`src/rtl/cnt_pkg.sv`:
```
// Shared constants and types for the counter command arbiter.
package cnt_pkg;

    localparam int CNT_W = 16;
    localparam logic [CNT_W-1:0] RUN_STOP_DFLT = 16'hFFFC;

    typedef enum logic [1:0] {
        ST_IDLE = 2'b00,
        ST_RUN  = 2'b01,
        ST_LOCK = 2'b10
    } state_t;

    function automatic logic [1:0] count_req(input logic a, input logic b, input logic c);
        return {1'b0, a} + {1'b0, b} + {1'b0, c};
    endfunction

endpackage

```
`src/rtl/cnt_req_sync.sv`:
```
// Previous-level register and rising-edge detect for one requester.
module cnt_req_sync (
    input  logic clk,
    input  logic rst,
    input  logic req,
    output logic rise
);

    logic prev;

    // Reset to 1 so a level held through reset never looks like a fresh press.
    always_ff @(posedge clk) begin
        if (rst) prev <= 1'b1;
        else     prev <= req;
    end

    assign rise = req & ~prev;

endmodule

```
`src/rtl/cnt_cmd_arbiter.sv`:
```
// Command arbiter for the up/down/load counter: one registered command per clock.
// Optional auto-repeat of held up/down buttons is enabled with CNT_AUTOREPEAT_EN.
module cnt_cmd_arbiter
    import cnt_pkg::*;
#(
    parameter int             W        = CNT_W,
    parameter logic [W-1:0]   RUN_STOP = RUN_STOP_DFLT
`ifdef CNT_AUTOREPEAT_EN
   ,parameter int             REPEAT_DELAY = 8,
    parameter int             REPEAT_RATE  = 4
`endif
) (
    input  logic         clk_i,
    input  logic         rst_i,
    input  logic         up_req_i,
    input  logic         dw_req_i,
    input  logic         ld_req_i,
    input  logic         run_i,
    input  logic [W-1:0] din_i,
    input  logic [W-1:0] count_i,
    output logic         up_o,
    output logic         dw_o,
    output logic         ld_o,
    output logic [W-1:0] ld_data_o,
    output logic [1:0]   state_o
);

    logic rise_up, rise_dw, rise_ld;
    logic rep_up, rep_dw;
    logic [1:0] nreq;
    logic run_ok;
    logic edge_up, edge_dw, edge_ld;
    state_t state;

    cnt_req_sync u_up_sync (.clk(clk_i), .rst(rst_i), .req(up_req_i), .rise(rise_up));
    cnt_req_sync u_dw_sync (.clk(clk_i), .rst(rst_i), .req(dw_req_i), .rise(rise_dw));
    cnt_req_sync u_ld_sync (.clk(clk_i), .rst(rst_i), .req(ld_req_i), .rise(rise_ld));

    assign nreq    = count_req(up_req_i, dw_req_i, ld_req_i);
    assign state_o = state;

    // Count the up already in flight so run settles exactly on the ceiling.
    assign run_ok = ({1'b0, count_i} + {{W{1'b0}}, up_o}) < {1'b0, RUN_STOP};

    // Load wins over down wins over up; only one can rise while nreq < 2.
    assign edge_ld = rise_ld;
    assign edge_dw = ~rise_ld & (rise_dw | rep_dw);
    assign edge_up = ~rise_ld & ~edge_dw & (rise_up | rep_up);

`ifdef CNT_AUTOREPEAT_EN
    logic [7:0] timer;
    logic [1:0] prev_nreq;
    logic       armed;
    logic       hold_ok;
    logic       rep_fire;

    assign hold_ok  = (state == ST_IDLE) && (nreq == 2'd1) && (nreq == prev_nreq)
                      && (up_req_i | dw_req_i);
    assign rep_fire = armed && hold_ok && (timer == 8'(REPEAT_DELAY - 1));
    assign rep_up   = rep_fire & up_req_i;
    assign rep_dw   = rep_fire & dw_req_i;

    // Armed only by an edge command, so a level held through reset never repeats.
    always_ff @(posedge clk_i) begin
        if (rst_i) begin
            timer     <= '0;
            prev_nreq <= 2'd3;
            armed     <= 1'b0;
        end else begin
            prev_nreq <= nreq;
            if (!hold_ok) begin
                timer <= '0;
                armed <= (state == ST_IDLE) && (nreq == 2'd1) && (rise_up | rise_dw);
            end else if (armed) begin
                if (rep_fire) timer <= 8'(REPEAT_DELAY - REPEAT_RATE);
                else          timer <= timer + 8'd1;
            end
        end
    end
`else
    assign rep_up = 1'b0;
    assign rep_dw = 1'b0;
`endif

    always_ff @(posedge clk_i) begin
        if (rst_i) begin
            state     <= ST_IDLE;
            up_o      <= 1'b0;
            dw_o      <= 1'b0;
            ld_o      <= 1'b0;
            ld_data_o <= '0;
        end else begin
            up_o <= 1'b0;
            dw_o <= 1'b0;
            ld_o <= 1'b0;
            case (state)
                ST_IDLE: begin
                    if (nreq >= 2'd2) begin
                        state <= ST_LOCK;
                    end else if (edge_ld | edge_dw | edge_up) begin
                        ld_o <= edge_ld;
                        dw_o <= edge_dw;
                        up_o <= edge_up;
                        if (edge_ld) ld_data_o <= din_i;
                    end else if (run_i && nreq == 2'd0) begin
                        state <= ST_RUN;
                    end
                end
                ST_RUN: begin
                    if (nreq >= 2'd2) begin
                        state <= ST_LOCK;
                    end else if (!run_i || nreq != 2'd0) begin
                        state <= ST_IDLE;
                        ld_o  <= edge_ld;
                        dw_o  <= edge_dw;
                        up_o  <= edge_up;
                        if (edge_ld) ld_data_o <= din_i;
                    end else begin
                        up_o <= run_ok;
                    end
                end
                ST_LOCK: begin
                    if (nreq == 2'd0) state <= ST_IDLE;
                end
                default: state <= ST_IDLE;
            endcase
        end
    end

endmodule

```
`config.mk`:
```
export PLATFORM = sky130hd
export DESIGN_NAME = cnt_cmd_arbiter
export DESIGN_NICKNAME = d
export VERILOG_FILES = /design/src/rtl/cnt_pkg.sv /design/src/rtl/cnt_req_sync.sv /design/src/rtl/cnt_cmd_arbiter.sv
export SDC_FILE = /design/constraint.sdc
export NUM_CORES = 1
export LEC_CHECK = 0
export BUFFER_PORTS_ARGS = -buffer_cell sky130_fd_sc_hd__buf_2
export CORE_MARGIN = 2
export CORE_UTILIZATION = 42
export DETAILED_ROUTE_END_ITERATION = 16
export PLACE_DENSITY = 0.74
export SETUP_SLACK_MARGIN = 0.02
export SLEW_MARGIN = 5
export SYNTH_ARGS = -nofsm -noshare
export SYNTH_HDL_FRONTEND = slang
export SYNTH_SLANG_ARGS = --single-unit
```
`constraint.sdc`:
```
create_clock -name clk_i -period 2 [get_ports clk_i]
set_input_delay 0.3 -clock clk_i [delete_from_list [all_inputs] [get_ports clk_i]]
set_output_delay 0.3 -clock clk_i [all_outputs]
set_load 0.05 [all_outputs]
```
Word level (Yosys, flattened, before mapping)
Index checks and enable logic that the tools add are counted.
Widths: inputs -> output; s select.
{"block": "totals", "regBits": 24, "input_bits": 38, "output_inout_bits": 21, "wordCells": 73}
{"block": "op_classes", "n_addsub": 3, "magnitude_cmp": 2, "eq_ne": 10, "n_mux": 28, "bitwise": 13, "reduce_logical": 9}
{"op": "$mux 16", "n": 5}
{"op": "$pmux 16 s2", "n": 1}
{"op": "$add 16x1->17", "n": 1}
{"op": "$lt 17x16->1 const B", "n": 1}
{"op": "$mux 1", "n": 12}
{"op": "$mux 2", "n": 6}
{"op": "$ne 2x2->1 const B", "n": 5}
{"op": "$ne 3x3->1 const B", "n": 3}
{"op": "$and 1x1->1", "n": 6}
{"op": "$pmux 1 s2", "n": 3}
{"op": "$pmux 2 s3", "n": 1}
{"op": "$not 1->1", "n": 5}
{"op": "$reduce_and 5->1", "n": 1}
{"op": "$logic_not 2->1", "n": 2}
{"op": "$reduce_and 4->1", "n": 1}
{"op": "$reduce_bool 2->1", "n": 2}
{"op": "$add 1x1->2", "n": 1}
{"op": "$add 2x1->2", "n": 1}
{"op": "$eq 2x1->1 const B", "n": 1}
{"op": "$eq 2x2->1 const B", "n": 1}
{"op": "$ge 2x2->1 const B", "n": 1}
{"op": "$or 1x1->1", "n": 2}
{"op": "$logic_and 1x1->1", "n": 1}
{"op": "$logic_not 1->1", "n": 1}
{"op": "$logic_or 1x1->1", "n": 1}

Logic depth before layout (Yosys ltp)
{"block": "logic_depth", "depth_word": 11, "ltp_mapped": 7, "ltp_nobuf": 5}

Modules after synthesis
Synthesis repeated with hierarchy kept, for this count alone.
{"block": "hier_totals", "cells_unflattened": 112, "area_unflattened_um2": 980.9}
{"mod": "cnt_cmd_arbiter", "n_inst": 1, "cells_per_inst": 103, "area_each_um2": 883.3, "seq_area_each_um2": 420.4}
{"mod": "cnt_req_sync", "n_inst": 3, "cells_per_inst": 3, "area_each_um2": 32.5, "seq_area_each_um2": 20.0}

Least setup slack after synthesis
Ideal clock, no wire load.
{"block": "synth_timing", "path_kind": "input port to flip-flop", "startpoint": "input port up_req_i", "endpoint": "register up_o", "setup_ns": 0.134, "arrival_time_ns": 1.571, "t_required_ns": 1.866, "path_slack_ns": 0.295, "cell_stages": 7, "path_buffers": 2, "cell_sequence": "inv_1 -> fa_1 -> and4_1 -> buf_4 -> buf_4 -> a41oi_1 -> a211oi_2"}
{"block": "synth_via", "elab_chain_len": 7, "word_cells_on_any_way": 13, "cone_classes": "add/sub (2); order compare (1); mux (5); bitwise (3); reduce/logical (2)"}
{"item": "from (decl)", "line": "cnt_cmd_arbiter.sv:15", "rtl": "input logic up_req_i,"}
{"item": "$add 1x1->2", "line": "cnt_pkg.sv:14", "rtl": "return {1'b0, a} + {1'b0, b} + {1'b0, c};"}
{"item": "$add 2x1->2", "line": "cnt_pkg.sv:14"}
{"item": "$reduce_bool 2->1", "line": "cnt_cmd_arbiter.sv:112", "rtl": "end else if (!run_i || nreq != 2'd0) begin"}
{"item": "$logic_or 1x1->1", "line": "cnt_cmd_arbiter.sv:112"}
{"item": "$mux 1", "line": "cnt_cmd_arbiter.sv:112"}
{"item": "$mux 1", "line": "cnt_cmd_arbiter.sv:110", "rtl": "if (nreq >= 2'd2) begin"}
{"item": "$pmux 1 s2 (*)", "line": "cnt_cmd_arbiter.sv:96", "rtl": "case (state)"}
{"item": "to (signal assigned)", "line": "cnt_cmd_arbiter.sv:103", "rtl": "up_o <= edge_up;"}
{"item": "to (signal assigned)", "line": "cnt_cmd_arbiter.sv:116", "rtl": "up_o <= edge_up;"}
{"item": "to (signal assigned)", "line": "cnt_cmd_arbiter.sv:119", "rtl": "up_o <= run_ok;"}
{"item": "to (decl)", "line": "cnt_cmd_arbiter.sv:21", "rtl": "output logic up_o,"}
Every way passes the cells marked *; elsewhere a longest branch is shown, timed or not.
A chain may end at the register's enable or synchronous reset.

Final worst setup path
{"block": "layout_timing", "startpoint": "input port up_req_i", "endpoint": "register ld_data_o[7]"}
{"block": "layout_via", "elab_chain_len": 6, "word_cells_on_any_way": 13, "cone_classes": "add/sub (2); order compare (1); eq/ne (4); bitwise (3); reduce/logical (3)"}
{"item": "parallel branches: the longest is 5 deep, another holds $add 1x1->2"}
{"item": "$reduce_and 5->1 (no line) (*)"}
{"item": "to (signal assigned)", "line": "cnt_cmd_arbiter.sv:104", "rtl": "if (edge_ld) ld_data_o <= din_i;"}
{"item": "to (signal assigned)", "line": "cnt_cmd_arbiter.sv:117", "rtl": "if (edge_ld) ld_data_o <= din_i;"}
{"item": "to (decl)", "line": "cnt_cmd_arbiter.sv:24", "rtl": "output logic [W-1:0] ld_data_o,"}
Mark *: on every way between the ends.

==> results.txt <==
The layout filler cell count came out at 220. The starting density of the core is 0.452, and the growth of design area from synthesis to finish is 31.2%. The core region area is 2250 sq um.

The tools report the count of cell types in the netlist as 30. Clock tree synthesis selected as its root buffer the cell sky130_fd_sc_hd__clkbuf_4. The horizontal die dimension was 53.3 microns; the chip height was 53.3 microns. For the global routing usage summed across all routing layers, the log shows 0.186. 0 antenna diodes ended up in the layout. Synthesis produced 113 cells. Counting instances in the post-synthesis netlist gives the leading cell types as sky130_fd_sc_hd__dfxtp_1 (24), sky130_fd_sc_hd__nand3_1 (17), sky130_fd_sc_hd__a21oi_1 (16). Maximum number of pins on one net before global-route repair: 22.

The post-CTS clock slew at the launch and capture registers of the worst setup and hold paths was 0.13 ns; the cell row count was 17. In this run the worst hold path is classified as primary input to register. The clock net in this run drives a total of 24 sinks.

The most common cell in the netlist is sky130_fd_sc_hd__dfxtp_1. The run finished with clean final reports. The flop and latch count out of synthesis is 24, and the area of the multi-input gates is 473 sq um. The logs give 0.220 for the routing usage on met1 and 1.95 ns for the worst path arrival time. Fraction of registers with async set or reset after synthesis: 0. The final period demand of the worst path was 1.69 ns. The most common flop cell mapped by yosys is sky130_fd_sc_hd__dfxtp_1. In this run the cell area measured after placement is 1300 sq um. The global routing met3 resource utilization came out at 0.0367.

Setup violations remaining at the end of the flow were counted as 0. TritonCTS built the clock tree. For the worst setup path, the data required time is 2.26 ns. The tools report the register area share after synthesis as 0.471. The pre-CTS worst setup slack is -0.00557 ns, and the number of placed I/O pins is 59. Leading area contributor after synthesis: sky130_fd_sc_hd__dfxtp_1. The tools report the met2 layer usage reported by global route as 0.311. The via count of the first global-routing pass was 914. By startpoint and endpoint, the worst setup path is classified as primary input to register.

The number of antenna violations at the first check in global routing is 0. Post-CTS timing repair inserted 0 buffers for setup. The run gives 1.78 mm as the placed wire-length estimate after detailed placement. In the post-route analysis, the smallest setup slack over all paths is 0.309 ns. The logs give 152 for the total nets after synthesis and 2 for the maximum count of clock buffers along a single path.

The fraction of final layout cells with drive strength greater than 1 was 0.423; the total congestion overflow was 0. Summed over all cells, the static leakage comes to 0.000610 uW. The run gives 196 as the post-layout instance count excluding filler cells. The count of port buffers added during placement was 58; the final standard cell utilization of the core was 0.593. After detailed routing, the total wire length is 2.41 mm. The cell area after technology mapping is 1020 sq um, and the final design instance area without fill is 1340 sq um. Including well taps, the total number of placed cells is 192.

The tools report the number of buffers inserted for hold repair after clock tree synthesis as 0. Setup repair after global routing left no endpoint under its margin. The number of antenna-violating nets in the routed design is 0, and the peak clock frequency supported by timing is 591 MHz.

The headroom to the max-slew limit came out at 0.620. For the warning count from the yosys run, the log shows 0. The fraction of the cycle the final worst path needs was 0.846; the insertion delay to the later sink of the worst-skew pair was 0.31 ns. The final routed wire length divided by cell count is 12.3 microns, and the number of synthesized flops with an enable pin is 0. For the count of endpoints failing hold in the final timing report, the log shows 0.

Across the VDD grid, the largest voltage drop is 0.000406 V. The top cell type's share of synthesized area is 0.471, and the max-slew violation count is 0. The average cell area after synthesis works out to 9.02 sq um.

For the register area, the log shows 480 sq um. Across all layers, the routed design uses 1022 vias. The tools report the final estimated routing congestion in global placement as 0.761. The first detailed-routing pass took 4 iterations. The tool flagged a number of max-cap violations equal to 0. The tools report the element type at the critical path start as a primary input. In this run the power density over the cells is 667 nW/um^2.

The number of resized instances in the post-cts repair step is 0, and the routed via count divided by cell count is 5.21. The first-pass GRT wire length is 3.86 mm, and the final clock skew is 0.00344 ns. Maximum level of the CTS H-tree: 1. After global routing, the most crowded layer is met2. Yosys attributes the largest share of cell area to sky130_fd_sc_hd__dfxtp_1 (47%), sky130_fd_sc_hd__nand3_1 (8.3%), sky130_fd_sc_hd__a21oi_1 (7.9%), sky130_fd_sc_hd__o21ai_0 (6.4%), sky130_fd_sc_hd__nand2b_1 (2.5%). The top fanout value on the critical path was 17; the detailed router's first-iteration violation count was 17. TritonCTS created 3 clock buffers. For this run, design rule violations remaining after detail routing come to 0. For the pin with the worst max-slew slack, the measured transition is 0.570 ns. The run gives 2840 sq um as the total die area.

The final-stage net count was 208. STA classifies the critical path endpoint as a register.
logic make-up (layout without fill, tap and decap cells):
family,after synthesis,count (layout),synth area share
AOI/OAI and AO/OA,37,37,0.199
and+or+nand+nor,39,39,0.245
DFF,24,24,0.471
buffers and inverters,12,67,0.0650
adders and majority gates,1,1,0.0196
state kept, by name, indices dropped and copies added (netlist names):
signal          cells
dw_o                1
u_up_sync.prev      1
ld_o                1
up_o                1
u_dw_sync.prev      1
state_o             2
ld_data_o          16
u_ld_sync.prev      1
cell usage in the layout (no fill, tap or decap), types with 2 or more instances in the layout:
master,synthesis,layout
sky130_fd_sc_hd__inv_1,4,4
sky130_fd_sc_hd__o21ai_1,3,3
sky130_fd_sc_hd__buf_2,1,58
sky130_fd_sc_hd__nand2b_1,4,4
sky130_fd_sc_hd__clkbuf_4,0,3
sky130_fd_sc_hd__nand4_1,2,2
sky130_fd_sc_hd__a21oi_1,16,16
sky130_fd_sc_hd__nand3_1,17,17
sky130_fd_sc_hd__nor2_1,2,2
sky130_fd_sc_hd__o21ai_0,13,13
sky130_fd_sc_hd__dfxtp_1,24,24
sky130_fd_sc_hd__a31oi_1,2,2
sky130_fd_sc_hd__or2_2,3,3
sky130_fd_sc_hd__nand2_1,2,2
stage by stage:
stage	hold slack [ns]	power (uW)	setup TNS (ns)
global placement	0.457	642	0
CTS	0.197	899	0
detailed placement	0.464	646	-0.00557
floorplan	0.407	592	0
global route	0.197	929	0
finish	0.200	892	0
path summary, 6_finish.rpt:
kind	startpoint	to	slack (ns)	depth (start not counted)
min	dw_req_i	u_dw_sync.prev	0.20	2
max reg2reg	state_o[1]	ld_data_o[7]	0.50	3
min reg2reg	ld_data_o[12]	ld_data_o[12]	0.48	2
max	up_req_i	ld_data_o[7]	0.31	6
power by group:
group	total (uW)	internal [uW]	switching (uW)
clock	257	111	146
sequential	499	491	7.71
combinational	136	56.2	80.0
final cells by class:
cell class / count / share of cell area
clock buffers: 4 / 0.0271
repair buffers: 59 / 0.223
well taps: 28 / 0.0262
inverters: 4 / 0.0112
multi-input cells: 77 / 0.354
flip-flops and latches: 24 / 0.359
per-layer routing:
layer / part of all wire / up-vias
li1: - / 516
met1: 0.43 / 470
met2: 0.48 / 32
met3: 0.076 / 4
met4: 0.013 / 0
met5: 0 / -
critical path, cell delays in order:
cell and delay [ns]:
sky130_fd_sc_hd__buf_2 0.11, sky130_fd_sc_hd__inv_1 0.06, sky130_fd_sc_hd__fa_1 0.59, sky130_fd_sc_hd__and4_1 0.54, sky130_fd_sc_hd__o21ai_0 0.18, sky130_fd_sc_hd__a21oi_1 0.16
Power figures use the tool's default switching activity.
